<file path="src/rtl/regfile_scoreboard.sv">
// Dual-write, dual-read integer register file with same-cycle write forwarding
// and a per-register load scoreboard that raises a combinational issue stall.
module regfile_scoreboard #(
  parameter  int XLEN     = 32,
  parameter  int NREG     = 32,
  parameter  int ZERO_REG = 1,
  parameter  int BYPASS   = 1,
  localparam int AW       = $clog2(NREG),
  localparam int CW       = $clog2(NREG + 1)
) (
  input  logic            clk,
  input  logic            reset,
  input  logic [AW-1:0]   rs1,
  input  logic [AW-1:0]   rs2,
  output logic [XLEN-1:0] read1,
  output logic [XLEN-1:0] read2,
  input  logic [AW-1:0]   rd,
  input  logic [XLEN-1:0] write,
  input  logic            reg_write,
  input  logic [AW-1:0]   ld_rd,
  input  logic [XLEN-1:0] ld_write,
  input  logic            ld_valid,
  input  logic            issue_valid,
  input  logic [AW-1:0]   issue_rd,
  input  logic            issue_is_load,
  output logic            stall,
  output logic [NREG-1:0] busy,
  output logic [CW-1:0]   pending_cnt
);

  logic [XLEN-1:0] regs_q [NREG];
  logic [XLEN-1:0] regs_d [NREG];
  logic [NREG-1:0] busy_q, busy_d;
  logic [CW-1:0]   cnt_q, cnt_d;
  logic            set_en, inc, dec;

  function automatic logic is_prot(input logic [AW-1:0] a);
    return (ZERO_REG != 0) && (a == '0);
  endfunction

  // A load returning this cycle hides its own hazard only when it is forwarded.
  function automatic logic hazard(input logic [NREG-1:0] bsy, input logic [AW-1:0] r,
                                  input logic ldv, input logic [AW-1:0] ldr);
    return bsy[r] && !is_prot(r) && !((BYPASS != 0) && ldv && (ldr == r));
  endfunction

  function automatic logic [XLEN-1:0] read_mux(input logic [AW-1:0] a,
                                               input logic [XLEN-1:0] arr_val);
    logic [XLEN-1:0] v;
    v = arr_val;
    if (is_prot(a))                                        v = '0;
    else if ((BYPASS != 0) && ld_valid  && (ld_rd == a))   v = ld_write;
    else if ((BYPASS != 0) && reg_write && (rd == a))      v = write;
    return v;
  endfunction

  always_comb begin
    read1 = read_mux(rs1, regs_q[rs1]);
    read2 = read_mux(rs2, regs_q[rs2]);
    stall = issue_valid && (hazard(busy_q, rs1, ld_valid, ld_rd) ||
                            hazard(busy_q, rs2, ld_valid, ld_rd) ||
                            hazard(busy_q, issue_rd, ld_valid, ld_rd));
  end

  // NOTE: combinational next-state uses blocking '=' with a full default first,
  // so later statements override earlier ones (port B after port A) and no latch forms.
  always_comb begin
    regs_d = regs_q;
    if (reg_write && !is_prot(rd))   regs_d[rd]    = write;
    if (ld_valid  && !is_prot(ld_rd)) regs_d[ld_rd] = ld_write;
  end

  // Count follows actual bit transitions so it always equals popcount(busy).
  always_comb begin
    set_en = issue_valid && !stall && issue_is_load && !is_prot(issue_rd);
    busy_d = busy_q;
    if (ld_valid) busy_d[ld_rd]    = 1'b0;
    if (set_en)   busy_d[issue_rd] = 1'b1;
    inc   = set_en && !busy_q[issue_rd];
    dec   = ld_valid && busy_q[ld_rd] && !(set_en && (issue_rd == ld_rd));
    cnt_d = cnt_q + {{(CW-1){1'b0}}, inc} - {{(CW-1){1'b0}}, dec};
  end

  // NOTE: the array is reset too, because every register must read 0 after reset;
  // sequential state uses non-blocking '<=' only.
  always_ff @(posedge clk or negedge reset) begin
    if (!reset) begin
      for (int i = 0; i < NREG; i++) regs_q[i] <= '0;
      busy_q <= '0;
      cnt_q  <= '0;
    end else begin
      regs_q <= regs_d;
      busy_q <= busy_d;
      cnt_q  <= cnt_d;
    end
  end

  assign busy        = busy_q;
  assign pending_cnt = cnt_q;

endmodule

</file>
<file path="config.mk">
export PLATFORM = sky130hd
export DESIGN_NAME = regfile_scoreboard
export DESIGN_NICKNAME = d
export VERILOG_FILES = /design/src/rtl/regfile_scoreboard.sv
export SDC_FILE = /design/constraint.sdc
export NUM_CORES = 2
export LEC_CHECK = 0
export CORE_MARGIN = 4
export CORE_UTILIZATION = 25
export CTS_CLUSTER_DIAMETER = 100
export DETAILED_ROUTE_END_ITERATION = 8
export GPL_TIMING_DRIVEN = 0
export MAX_ROUTING_LAYER = met4
export SLEW_MARGIN = 20
export SYNTH_ARGS = -nofsm -noshare
export SYNTH_HDL_FRONTEND = slang
export SYNTH_SLANG_ARGS = --single-unit
export TNS_END_PERCENT = 10
</file>
<file path="constraint.sdc">
create_clock -name clk -period 3.2 [get_ports clk]
set_input_delay 0.64 -clock clk [delete_from_list [all_inputs] [get_ports clk]]
set_output_delay 0.64 -clock clk [all_outputs]
set_load 0.005 [all_outputs]
</file>
# Word level (Yosys, flattened, before mapping)
# Index checks and enable logic that the tools add are counted.
# word_totals
register_bits	1062
input_bits	95
output_inout_bits	103
wordCells	138
# classes
addsub	2
magnitude_cmp	12
n_eq_ne	6
mux	34
bitwise	7
reduce_logical	43
# op_table
op	n
$bwmux 1024	2
$mux 1024	2
$mux 32	14
$bmux 32 s5	2
$demux 32 s5	2
$and 32x32->32	1
$not 32->32	1
$or 32x32->32	1
$eq 5x5->1	6
$logic_and 1x1->1	25
$logic_not 5->1	5
$ge 6x6->1 const B	4
$lt 5x6->1 const B	4
$not 5->6	4
$bmux 1 s5	4
$lt 6x1->1 const B	2
$logic_not 1->1	11
$demux 1 s5	2
$ge 5x1->1 const B	2
$add 6x1->6	1
$mux 1	6
$sub 6x1->6	1
$logic_or 1x1->1	2

# Depth between registers and ports, before layout
# logic_depth
depth_word	15
depth_mapped	16
mapped_depth_nobuf	14

# Worst setup path after synthesis
# Ideal clock, no wire load.
# synth_timing
path_kind	input -> register
start	input issue_rd[0]
end	register cnt_q[4] (netlist: pending_cnt[4])
setup_ns	0.080
arrival_ns	3.830
required_time_ns	3.120
slack_ns	-0.710
cell_stages	13
path_buffers	2
cell_sequence	clkbuf_1 buf_2 mux4_2 a22oi_1 nand4_1 or4_1 ha_1 inv_1 ha_1 fa_1 a21o_1 a21oi_1 xnor2_1
# synth_between
elab_chain_len	14
word_cells_on_any_way	23
cone_classes	2 x add/sub; 2 x eq/ne; 2 x mux; 17 x reduce/logical
# synth_lines
item	line_no	rtl
from (decl)	24	input logic [AW-1:0] issue_rd,
branches (longest 13 deep; another with $add 6x1->6)	n/a	
$sub 6x1->6 *	81	cnt_d = cnt_q + {{(CW-1){1'b0}}, inc} - {{(CW-1){1'b0}}, dec};
named net cnt_d[4]	34	logic [CW-1:0] cnt_q, cnt_d;
to (signal assigned)	94	cnt_q <= cnt_d;
to (decl)	34	
# Mark *: on every way through the listed nets, which the timed path passes. The select of a mux whose other input is x is not followed.

# Worst setup path in the final report
# layout_timing
start	input rs1[0]
end	output read1[10]
# layout_between
elab_chain_len	7
word_cells_on_any_way	12
cone_classes	2 x eq/ne; 6 x mux; 1 x bitwise; 3 x reduce/logical
# layout_lines
item	line_no	rtl
from (decl)	13	input logic [AW-1:0] rs1,
$not 5->6 (not written as such)	58	read1 = read_mux(rs1, regs_q[rs1]);
$bmux 32 s5	58	
$mux 32 (not written as such) (2 in series)	58	
$mux 32	53	else if ((BYPASS != 0) && reg_write && (rd == a)) v = write;
$mux 32	52	else if ((BYPASS != 0) && ld_valid && (ld_rd == a)) v = ld_write;
$mux 32 *	51	if (is_prot(a)) v = '0;
to (decl)	15	output logic [XLEN-1:0] read1,
# Mark *: on every way between the ends. The rest lies on a longest branch, timed or not. The select of a mux whose other input is x is not followed.

==> reports/qor.csv <==
metric;value;unit
DP Worst Slack;-3.246;ns
Synth Flop Type;dfrtp_1;
Synth Area per Inst;10.73;sq um
RSZ-0062 raised after global routing;yes;
R2R depth;14;
Cell variety after synth;63;
routability cong.;1.049;
Hold Crit Class;in2async;
Clock Path Buffers;3;
Final WS setup;-0.7167;ns
Worst Path Max Fanout;8;
via count;65157;
# DRC;17;
drt pass-1 iters;9;
measured slew at the worst slew-check pin;1.363;ns
Final Non-Filler Cells;10616;
clk_lat worst skew;0.80;ns
yosys warns;0;
LEAKAGE;35.75;nW
#FFs+latches synth;1062;
EDFF count, synth;0;
post-synthesis instance total;6282;
via/cell ratio;6.138;
worst hold slack;0.06363;ns
failing checks;DRC, setup timing;
Initial Utilization;25.15;%
Root Driver;clkbuf_16;
CTS tree;yes;
clock sink count;1062;
critical path class;in2out;
r2r startpoint;busy[28];
R2R Setup Slk;-0.34;ns
Worst setup SP type;input pin;
detailed placement HPWL;288.2;mm
DIE AREA;278100;sq um
IO buf count;122;
Final Cell Area;87070;sq um
Post-Place Cell Area;74420;sq um
Top-Level Pins;198;
Worst Path Required;2.56;ns
leading area contributor after synthesis;dfrtp_1;
H-Tree Depth;4;
core area;268200;sq um
GRT Resource Usage Total;29.46;%
syn nets;6384;
Worst slew margin;9.160;%
Slew Viols, Final;0;
vias in the first global route;62028;
Worst Setup SP;rs1[0];
remaining global-route overflow;0;
number of DRC markers in iteration 0;11312;
critical path cell sequence;buf_8, buf_12, buf_16, buf_16, buf_16, buf_12, buf_6, mux4_2, mux4_2, nand2_2, a21oi_2, a221o_1, buf_2;
Crit Reg-Reg Endpoint;pending_cnt[4];
most frequent cell on the critical path;buf_16;
final-report hold violation count;0;
Setup crit end kind;output port;
min cycle time layout;3.917;ns
Max IR drop VDD;0.3550;mV
Avg WL per Cell;38.98;microns
status;finished, violations left;
largest net degree at the start of global routing;133;
row cnt;190;
critical path arrival;3.28;ns
Post-Syn Area;67430;sq um
layout cells sized above 1;27.99;%
CTS Buf Count;135;
clk slew on worst S/H paths;0.06;ns
main area contributors after synthesis;dfrtp_1 (39%), mux4_2 (19%), mux2i_1 (15%);
clock skew;0.01233;ns
drt total wl;413.9;mm
die height;527.4;microns
max frequency;0.2553;GHz
Synth-to-Final Area Change;29.13;%
power density cells;601.7;nW/um^2
Async SR Flop Fraction;100.0;%
Max-Cap Viols;0;
Placed Cells;10002;
fin nets;7005;
register area share after synthesis;39.41;%
CP max-delay cell;mux4_2;
die width;527.4;microns
antenna-violating nets left;0;
top-area cell type share of the netlist area;39.41;%
CP max stage delay;0.54;ns
final setup vio count;214;
first-pass GRT wire length;548.2;mm
initial antenna violation count;61;
period utilization;122.4;%
[layer usage]
layer	GRT usage [%]	routed length (microns)	share of wire, %	vias up
li1	-	-	-	24252
met1	33.18	142400	34	32808
met2	38.33	162000	39	6280
met3	15.31	65940	16	1817
met4	23.98	43500	11	0
met5	-	0	0	-
[worst max-delay path by stage]
stage,slack [ns],end
final,-0.72,read1[10]
after global routing,-0.71,read1[10]
after CTS,-0.67,read1[10]
after detailed placement,-3.25,read1[9]
after global placement,-49.84,regs_q[600]
after floorplan,-0.44,pending_cnt[4]
[power breakdown]
part / total, mW / leakage (nW) / internal [mW] / switching, mW
Sequential: 19.9 / 13.0 / 16.9 / 3.02
Combinational: 16.2 / 20.5 / 8.04 / 8.17
Clock: 16.3 / 2.24 / 9.41 / 6.85
Total: 52.4 / 35.7 / 34.4 / 18.0
[layout make-up]
class	instances	area, sq um
Antenna cell	55	137.6
Buffer	817	5904
Clock buffer	195	3959
Clock inverter	48	563.0
Fill cell	26999	181100
Inverter	21	81.33
Multi-Input combinational cell	4372	39510
Sequential cell	1062	26620
Tap cell	3552	4444
Timing Repair Buffer	494	5863
[through the flow]
| step | utilization (%) | setup TNS (ns) | total power [mW] |
|---|---|---|---|
| 2_1_floorplan | - | -4.103 | 27.81 |
| 3_3_place_gp | 27.29 | - | 33.05 |
| 3_5_place_dp | 27.75 | -1042.16 | 33.69 |
| 4_1_cts | 31.89 | -31.52 | 50.91 |
| 5_1_grt | 32.46 | -37.19 | 53.60 |
| 6_report | 32.47 | -47.49 | 52.39 |
[critical path, delay by kind of cell]
family | cells | cell delay, ns
compound gates | 2 | 0.40
mux | 2 | 1.04
buf+inv | 8 | 1.08
simple gates | 1 | 0.08
[cells in the mapped netlist, types with 21 or more instances]
library cell / number
mux2_2: 66
nand3_1: 30
dfrtp_1: 1062
a21oi_1: 560
nor2b_1: 54
buf_2: 93
nand2_1: 584
o21ai_1: 46
xor2_1: 22
mux4_2: 581
o21ai_0: 509
a22oi_1: 52
inv_1: 21
o22ai_1: 43
buf_1: 143
a32oi_1: 23
a211oi_1: 53
mux2i_1: 1037
clkbuf_1: 554
nor2_1: 562
[flip-flops by register name, indices dropped and copies added, names as in the netlist]
| name | flops |
|---|---|
| regs_q | 1024 |
| pending_cnt | 6 |
| busy | 32 |
[layout by cell type (no fill, tap or decap), types with 17 or more instances in the layout]
cell             count
buf_2              108
a21oi_2             20
clkinv_2            26
a32oi_1             23
mux2i_1           1009
nand2_1            555
o21ai_4             34
clkbuf_8            52
nor2_1             540
clkbuf_16          174
buf_8               34
a21oi_1            535
clkbuf_2            93
nor2b_1             52
inv_1               17
nor2_2              19
buf_16              73
buf_1               98
buf_6               81
clkbuf_1           430
mux4_2             582
o22ai_1             18
a22oi_2             28
clkdlybuf4s50_1     41
a211oi_2            25
dfrtp_2             32
a22oi_1             24
o21ai_1             31
mux2_2              58
a211oi_4            17
nand3_1             29
buf_12             109
diode_2             55
mux2i_4             21
buf_4              192
dfrtp_1           1030
o22ai_2             18
o21ai_0            476
xor2_1              17
nand2_2             22
[kinds of logic (layout without fill, tap and decap cells)]
logic type,count (synthesis),in the layout,share of synthesized area (%)
DFF,1062,1062,39.41
buffers and inverters,848,1575,5.127
AOI/OAI and AO/OA,1336,1336,10.80
muxes,1693,1693,36.25
and+or+nand+nor,1306,1306,7.882
xor gates and xnor gates,30,30,0.3897
other,0,55,0
adders and majority gates,7,7,0.1410
[timing repair]
item,CTS,global route
setup buffers,211,101
gates resized for setup,1304,225
pin swaps,94,79
hold endpoints to repair,75,0
cloned,18,5
endpoints found under the setup margin,576,477
hold buffers,1,0
Note: power is estimated with default switching activity, not from simulation.
